--- src/rtl/posit_encode_pipe.sv ---
// posit_encode_pipe: two-stage packer from unpacked posit fields to a packed
// WIDTH-bit posit. Stage 1 builds the regime run and the guard and sticky bits.
// Stage 2 applies round-to-nearest-even, handles zero and inf, and packs the
// result. A valid/ready handshake is used on both sides.
module posit_encode_pipe #(
    parameter int WIDTH = 8,
    parameter int ES    = 1,
    localparam int MAXR = WIDTH - 2,
    localparam int RB   = $clog2(2 * MAXR + 1),
    localparam int EB   = RB + ES,
    localparam int FB   = WIDTH - 3 - ES
) (
    input  logic             clock,
    input  logic             reset,
    input  logic             in_valid,
    output logic             in_ready,
    input  logic             in_sign,
    input  logic             in_is_zero,
    input  logic             in_is_inf,
    input  logic [EB-1:0]    in_exponent,
    input  logic [FB-1:0]    in_fraction,
    input  logic             in_round,
    input  logic             in_sticky,
    output logic             out_valid,
    input  logic             out_ready,
    output logic [WIDTH-1:0] out_bits
);

    // The tail holds the es bits, the fraction, round and sticky. Its width is
    // always WIDTH-1.
    localparam int TW   = ES + FB + 2;
    // The regime run is at most MAXR+1 bits, plus its terminator. This width
    // keeps every stream bit, so guard and sticky are exact.
    localparam int SWID = WIDTH + TW;

    logic [TW-1:0] tail;
    if (ES > 0) begin : g_es
        assign tail = {in_exponent[ES-1:0], in_fraction, in_round, in_sticky};
    end else begin : g_no_es
        assign tail = {in_fraction, in_round, in_sticky};
    end

    // Pipeline state
    logic             s1_valid_q, s1_valid_d;
    logic             s1_sign_q, s1_sign_d;
    logic             s1_zero_q, s1_zero_d;
    logic             s1_inf_q, s1_inf_d;
    logic             s1_max_q, s1_max_d;
    logic [WIDTH-2:0] s1_kept_q, s1_kept_d;
    logic             s1_guard_q, s1_guard_d;
    logic             s1_sticky_q, s1_sticky_d;
    logic             s2_valid_q, s2_valid_d;
    logic [WIDTH-1:0] s2_bits_q, s2_bits_d;

    logic s2_adv, s1_adv;

    // Handshake: a stage may load when it is empty or when its contents move on.
    always_comb begin
        s2_adv   = !s2_valid_q || out_ready;
        s1_adv   = !s1_valid_q || s2_adv;
        in_ready = !reset && s1_adv;
    end

    assign out_valid = s2_valid_q;
    assign out_bits  = s2_bits_q;

    // Stage 1: build the regime-shifted stream and split it into kept, guard and sticky.
    logic [RB-1:0]   ureg;
    logic            rbit;
    logic [RB-1:0]   run_len;
    logic [SWID-1:0] stream;

    always_comb begin
        // NOTE: every signal driven here gets a default first, so no path can infer a latch.
        s1_valid_d  = s1_valid_q;
        s1_sign_d   = s1_sign_q;
        s1_zero_d   = s1_zero_q;
        s1_inf_d    = s1_inf_q;
        s1_max_d    = s1_max_q;
        s1_kept_d   = s1_kept_q;
        s1_guard_d  = s1_guard_q;
        s1_sticky_d = s1_sticky_q;

        ureg    = in_exponent[EB-1:ES];
        rbit    = ureg >= RB'(MAXR);
        // A run of k+1 ones when k >= 0, or a run of -k zeros when k < 0.
        run_len = rbit ? (ureg - RB'(MAXR) + RB'(1)) : (RB'(MAXR) - ureg);
        // Place the terminator and the tail at the top, then shift in the run.
        stream  = {~rbit, tail, {(WIDTH - 1){1'b0}}} >> run_len;
        if (rbit) begin
            stream = stream | ~({SWID{1'b1}} >> run_len);
        end

        if (s1_adv) begin
            s1_valid_d = in_valid;
            if (in_valid) begin
                s1_sign_d   = in_sign;
                s1_zero_d   = in_is_zero;
                s1_inf_d    = in_is_inf;
                s1_max_d    = ureg > RB'(2 * MAXR);
                s1_kept_d   = stream[SWID-1 -: WIDTH-1];
                s1_guard_d  = stream[SWID-WIDTH];
                s1_sticky_d = |stream[SWID-WIDTH-1:0];
            end
        end
    end

    // Stage 2: round to nearest even, saturate at maxpos, then apply zero and inf.
    logic             inc;
    logic [WIDTH-2:0] mag;

    always_comb begin
        s2_valid_d = s2_valid_q;
        s2_bits_d  = s2_bits_q;

        // When kept is already maxpos, rounding up is suppressed so the value saturates.
        inc = s1_guard_q && (s1_sticky_q || s1_kept_q[0]) && !(&s1_kept_q);
        mag = s1_kept_q + {{(WIDTH - 2){1'b0}}, inc};
        if (s1_max_q) begin
            mag = '1;
        end

        if (s2_adv) begin
            s2_valid_d = s1_valid_q;
            if (s1_valid_q) begin
                if (s1_inf_q) begin
                    s2_bits_d = {1'b1, {(WIDTH - 1){1'b0}}};
                end else if (s1_zero_q) begin
                    s2_bits_d = '0;
                end else begin
                    s2_bits_d = {s1_sign_q, mag};
                end
            end
        end
    end

    // Pipeline registers; reset discards all in-flight data.
    always_ff @(posedge clock or posedge reset) begin
        // NOTE: sequential state uses non-blocking assignments only, so every flop samples pre-edge values.
        if (reset) begin
            s1_valid_q  <= 1'b0;
            s1_sign_q   <= 1'b0;
            s1_zero_q   <= 1'b0;
            s1_inf_q    <= 1'b0;
            s1_max_q    <= 1'b0;
            s1_kept_q   <= '0;
            s1_guard_q  <= 1'b0;
            s1_sticky_q <= 1'b0;
            s2_valid_q  <= 1'b0;
            s2_bits_q   <= '0;
        end else begin
            s1_valid_q  <= s1_valid_d;
            s1_sign_q   <= s1_sign_d;
            s1_zero_q   <= s1_zero_d;
            s1_inf_q    <= s1_inf_d;
            s1_max_q    <= s1_max_d;
            s1_kept_q   <= s1_kept_d;
            s1_guard_q  <= s1_guard_d;
            s1_sticky_q <= s1_sticky_d;
            s2_valid_q  <= s2_valid_d;
            s2_bits_q   <= s2_bits_d;
        end
    end

endmodule
--- config.mk ---
export PLATFORM = sky130hd
export DESIGN_NAME = posit_encode_pipe
export DESIGN_NICKNAME = d
export VERILOG_FILES = /design/src/rtl/posit_encode_pipe.sv
export SDC_FILE = /design/constraint.sdc
export NUM_CORES = 1
export LEC_CHECK = 0
export BUFFER_PORTS_ARGS = -buffer_cell sky130_fd_sc_hd__buf_2
export CAP_MARGIN = 20
export CORE_ASPECT_RATIO = 0.5
export CORE_UTILIZATION = 45
export DETAILED_ROUTE_END_ITERATION = 7
export PLACE_DENSITY_LB_ADDON = 0.12
export SLEW_MARGIN = 40
export SYNTH_ARGS = -nofsm -noshare
export SYNTH_HDL_FRONTEND = slang
export SYNTH_SLANG_ARGS = --single-unit
--- constraint.sdc ---
create_clock -name clock -period 2.7 [get_ports clock]
set_input_delay 0.135 -clock clock [delete_from_list [all_inputs] [get_ports clock]]
set_output_delay 0.135 -clock clock [all_outputs]
set_load 0.02 [all_outputs]
==> results_dict.tcl, run 1 <==
set metrics [dict create \
    status "completed" \
    area_delta_synth_final_pct 11.8 \
    pwr-share-clk_pct 19.3 \
    async_reset_ff_share_pct 100 \
    slew_headroom_pct 60.5 \
    path_depth 10 \
    startpoint_type "input port" \
    end_kind "register" \
    synth.top_cell.area_share_pct 32.8 \
    r2r_start "s1_kept_q[2]" \
    whs_ns 0.0591 \
    dp_slack_ns 0.0842 \
    final_cell_area_um2 1960 \
    crit_family "multiplexers" \
    ys_seq_area_share_pct 32.8 \
    crit_buf_inv 1 \
    antenna_found_initial 0 \
    skew_ns 0.00351 \
    critPathMostFrequentCell "ha_1" \
    p_seq_share_pct 42.7 \
    layout.nets 252 \
    firstDrtPassIters 4 \
    finalPower_mw 1.08 \
    fin_util_pct 54.7 \
    synth-main-ff-cell "dfrtp_1" \
    post-cts-setup-buffer-count 0 \
    dp_hpwl_mm 2.82 \
    cts_inserted_buffers 3 \
    drive_gt1_share_pct 21.8 \
    synth_top_area_cell "dfrtp_1" \
    start_util_pct 48.9 \
    finalWorstPathRequiredPeriod_ns 2.36 \
    grt_setup_unrepaired "false" \
    postCtsHoldBufs 1 \
    h-tree-depth 1 \
    ir_drop_mv 0.189 \
    instances_no_fill 276 \
    n_fill_cell 352 \
    route.vias.total 1529 \
    power_density_nw_per_um2 549 \
    cts_tree "yes" \
    synth_nets 223 \
    setup_tns_ns 0 \
    combPwrFrac_pct 38.0 \
    drtIter0Drc 60 \
    switchingPower_mw 0.390 \
    insertion_delay_ns 0.26 \
    cts_resized 0 \
    die_h_um 46.1 \
    wl_per_cell_um 13.3 \
    synth_cell_types 53 \
    crit_chain "buf_2, ha_1, or2_1, a21oi_1, ha_1, mux2_2, mux2i_1, nand4_1, o211ai_1, nand3_1" \
    multi_input_area_um2 1060 \
    setup_viol 0 \
    rows 15 \
    holdCritPathClass "input port to register" \
    synthCells 197 \
    vias_per_cell 5.54 \
    grt_pass1_vias 1293 \
    crit_start "in_exponent[1]" \
    fin_ws_ns 0.340 \
    cap_violations 0 \
    cp-endpoint "s1_sticky_q" \
    fp.dieArea_um2 4160 \
    grt-ovfl-total 0 \
    worst_pin_slew_ns 0.585 \
    n_antenna_cell 0 \
    syn_area_um2 1750 \
    reg2reg_slack_ns 0.68 \
    max_stage_delay_ns 0.38 \
    ios 28 \
    cp_max_fo 10 \
    slowest_stage "mux2_2" \
    syn_avg_cell_area_um2 8.90 \
    p_int_mw 0.687 \
    yosys_warnings 0 \
    grt_max_degree 25 \
    crit_type "input port to register" \
    grt_usage_pct 18.8 \
    max_freq_ghz 0.424 \
    synth_seq_cells 23 \
    synth_enable_flop_cells 0 \
    cts.clk_slew.worst_paths_ns 0.08 \
    drc_errors 0 \
    leakage_nw 0.873 \
    finalWirelength_mm 3.67 \
    ff2ff_path_depth 9 \
    core_um2 3580 \
    min_period_over_period_pct 87.4 \
    arrival_ns 2.50 \
    regToRegEndpoint "out_bits[6]" \
    cts-root-buf "clkbuf_8" \
    gp_congestion 0.889 \
    dpl_cell_area_um2 1900 \
    die_x_um 90.3 \
    synth_area_leaders "dfrtp_1 33%, o21ai_0 7.1%, ha_1 5.7%" \
    critPathRequiredTime_ns 2.84 \
    portBuffers 27 \
    cts.sinks 23 \
    clockBufferDepth 2 \
    final_antenna_net_count 0 \
    hold_viol 0 \
    ff_latch_area_um2 576 \
    swShare_pct 36.2 \
    grt_pass1_wl_mm 6.04 \
    place_inst 271 \
    drv_slew 0 \
]
how the worst min path moves through the flow:
stage	endpoint	from	depth (start not counted)	slack, ns
floorplan	out_bits[0]	reset	1	0.14
global placement	out_valid	reset	3	0.19
detailed placement	out_bits[0]	reset	3	0.19
CTS	s1_sign_q	in_sign	3	0.05
global route	s1_sign_q	in_sign	3	0.07
finish	s1_sign_q	in_sign	3	0.06
per-layer routing:
metal,share of wire (%),GRT usage [%],wire length (µm)
met1,53,25.9,1940
met2,41,30.8,1520
met3,4.8,3.63,175
met4,0.98,5.81,36
met5,0,0,0
cell usage after synthesis, drive strengths merged (5+ instances only):
master	count
ha	8
nor2	14
mux2	6
nand3	7
nand2	25
buf	6
a21oi	5
mux2i	7
o21ai	28
inv	6
dfrtp	23
registers in the layout (all words and copies together), names as in the netlist:
name / cells
out_bits: 8
out_valid: 1
s1_guard_q: 1
s1_inf_q: 1
s1_kept_q: 7
s1_max_q: 1
s1_sign_q: 1
s1_sticky_q: 1
s1_valid_q: 1
s1_zero_q: 1
power by group through the flow:
| stage | sequential [mW] | clock, mW | combinational [mW] |
|---|---|---|---|
| detailed placement | 0.467 | 0 | 0.407 |
| floorplan | 0.497 | 0 | 0.273 |
| global placement | 0.465 | 0 | 0.402 |
| CTS | 0.460 | 0.219 | 0.411 |
| finish | 0.460 | 0.208 | 0.409 |
| global route | 0.472 | 0.227 | 0.456 |
worst register-to-register path: cells and delay by family, from the launching register on:
family	cells	cell delay [ns]
compound gates	3	0.38
xor+xnor	1	0.13
fa+ha+maj	2	0.43
flops	1	0.42
simple gates	3	0.51
layout make-up:
class                      count  area share, %
multi-input combinational    158           54.2
sequential                    23           29.4
timing repair buffer          34           9.71
tap                           51           3.26
clock buffer                   4           2.30
inverter                       6           1.15
logic make-up after synthesis:
kind of cell               synth area share (%)
AOI/OAI and AO/OA                          24.3
xor gates and xnor gates                   2.50
adders and majority gates                  5.71
muxes                                      8.07
and+or+nand+nor                            20.1
DFF                                        32.8
buffers and inverters                      6.57
cells in the final DEF, fill, tap and decap left out, types with 2 or more instances in the layout:
cell type,n
nor3_1,2
buf_2,27
buf_4,6
nand4_1,2
o211ai_1,3
ha_1,8
o21ai_1,2
xnor2_1,4
o21ai_0,25
clkbuf_8,3
dfrtp_1,23
and2_1,3
mux2i_1,7
o21bai_1,2
o21a_1,2
o31ai_1,2
a31oi_1,4
nor2_1,14
nand3_1,7
a21oi_1,5
nor2b_1,3
nand2_1,25
mux2_2,5
and4_1,3
o32a_1,2
inv_1,6
nand2b_1,4
Power figures use the tool's default switching activity.
==> inputs of run 2 (changes only) <==
CTS_BUF_LIST = sky130_fd_sc_hd__clkbuf_4   (was unset)
==> run 2 against run 1 <==
Compared with the run above:
- via count down 1.2%
- combinational power barely moved
- fmax up 2.5%
- wire length rose by 0.33%
- die area unchanged
- global-route usage down 0.11 points
- sequential share of layout area up 0.075 points
- sequential power about the same
- register-to-register slack barely moved
- non-clock buffer count is 1 higher
- first-iteration DRC count up 33%
- worst setup slack better by 0.058 ns
==> results_dict.tcl, run 2 (synthesized netlist as in run 1, its figures left out) <==
set metrics [dict create \
    status "completed" \
    grt_pass1_vias 1296 \
    max_freq_ghz 0.434 \
    drtIter0Drc 80 \
    finalPower_mw 1.04 \
    largest_reg_flops 8 \
    power_density_nw_per_um2 530 \
    die_h_um 46.1 \
    ir_drop_mv 0.171 \
    startpoint_type "input port" \
    critPathRequiredTime_ns 2.90 \
    finalWorstPathRequiredPeriod_ns 2.30 \
    h-tree-depth 1 \
    place_inst 271 \
    final_cell_mix "27 x buf_2, 25 x nand2_1, 25 x o21ai_0" \
    cts-root-buf "clkbuf_4" \
    grt_pass1_wl_mm 6.03 \
    dp_hpwl_mm 2.82 \
    final_antenna_net_count 0 \
    end_kind "register" \
    hold_viol 0 \
    final_cell_area_um2 1950 \
    insertion_delay_ns 0.31 \
    min_period_over_period_pct 85.2 \
    rows 15 \
    slew_headroom_pct 60.1 \
    vias_per_cell 5.45 \
    cts.sinks 23 \
    grt_usage_pct 18.7 \
    skew_ns 0.00565 \
    drc_errors 0 \
    route.vias.total 1511 \
    n_antenna_cell 0 \
    cts.clk_slew.worst_paths_ns 0.12 \
    cts_tree "yes" \
    dpl_cell_area_um2 1900 \
    cts_resized 0 \
    die_x_um 90.3 \
    antenna_found_initial 0 \
    leakage_nw 0.872 \
    drive_gt1_share_pct 22.1 \
    wl_per_cell_um 13.3 \
    clockBufferDepth 2 \
    arrival_ns 2.50 \
    worst_pin_slew_ns 0.591 \
    crit_type "input port to register" \
    final_common_cell "buf_2" \
    grt_max_degree 25 \
    finalWirelength_mm 3.68 \
    setup_tns_ns 0 \
    instances_no_fill 277 \
    gp_congestion 0.889 \
    holdCritPathClass "input port to register" \
    layout.nets 253 \
    ios 28 \
    firstDrtPassIters 4 \
    drv_slew 0 \
    setup_viol 0 \
    start_util_pct 48.9 \
    fp.dieArea_um2 4160 \
    grt-ovfl-total 0 \
    grt_setup_unrepaired "false" \
    cap_violations 0 \
    core_um2 3580 \
    portBuffers 27 \
    area_delta_synth_final_pct 11.5 \
    cts_inserted_buffers 3 \
    cp_max_fo 10 \
]
==> run 2: cell types whose count changed in the layout (fill, tap and decap cells not counted), sizes merged <==
cell | previous run | this run
dlygate4sd3 | 1 | 2
==> run 2: final cells by class <==
class | count | area, µm²
Fill cell | 352 | 1630
Multi-Input combinational cell | 158 | 1060
Sequential cell | 23 | 576
Timing Repair Buffer | 35 | 200
Tap cell | 51 | 63.8
Clock buffer | 4 | 30.0
Inverter | 6 | 22.5
==> run 2: per-stage QoR <==
| stage | hold WS, ns | worst slack, ns | util (%) |
|---|---|---|---|
| 2_1_floorplan | 0.142 | 0.222 | - |
| 3_5_place_dp | 0.192 | 0.0842 | 53.1 |
| 4_1_cts | 0.00561 | 0.427 | 54.5 |
| 5_1_grt | 0.0191 | 0.267 | 54.5 |
| 6_report | 0.0162 | 0.398 | 54.5 |
| 3_3_place_gp | 0.188 | 0.189 | 53.1 |
==> run 2: metal layers <==
metal / routed length (µm) / GRT usage (%)
met4: 19 / 4.84
met1: 1980 / 25.9
met5: 0 / 0
met2: 1500 / 30.8
met3: 184 / 3.63
==> run 2: worst max-delay path: stages <==
cell,delay (ns)
buf_2,0.13
ha_1,0.28
or2_1,0.28
a21oi_1,0.22
ha_1,0.35
mux2_2,0.38
mux2i_1,0.30
nand4_1,0.13
o211ai_1,0.20
nand3_1,0.10
==> run 2: report_power, final <==
group          switching (mW)  total (mW)  internal [mW]
sequential             0.0496       0.460          0.410
clock                  0.0988       0.167         0.0678
combinational           0.238       0.410          0.172
==> run 2: final timing paths <==
| check | startpoint | end | depth (start not counted) | slack (ns) |
|---|---|---|---|---|
| hold reg to reg | out_bits[6] | out_bits[6] | 2 | 0.48 |
| setup / recovery | in_exponent[1] | s1_sticky_q | 10 | 0.40 |
| max in group asynchronous | reset | s1_zero_q | 4 | 2.08 |
| min in group asynchronous | reset | s1_guard_q | 4 | 0.39 |
| hold / removal | in_is_inf | s1_inf_q | 3 | 0.02 |
| setup reg to reg | s1_kept_q[2] | out_bits[6] | 9 | 0.67 |
==> run 2: timing repair <==
item | CTS | global route
setup endpoints to repair | 0 | 0
endpoints found under the hold margin | 24 | 0
buffers inserted | 0 | 0
hold buffers | 2 | 0
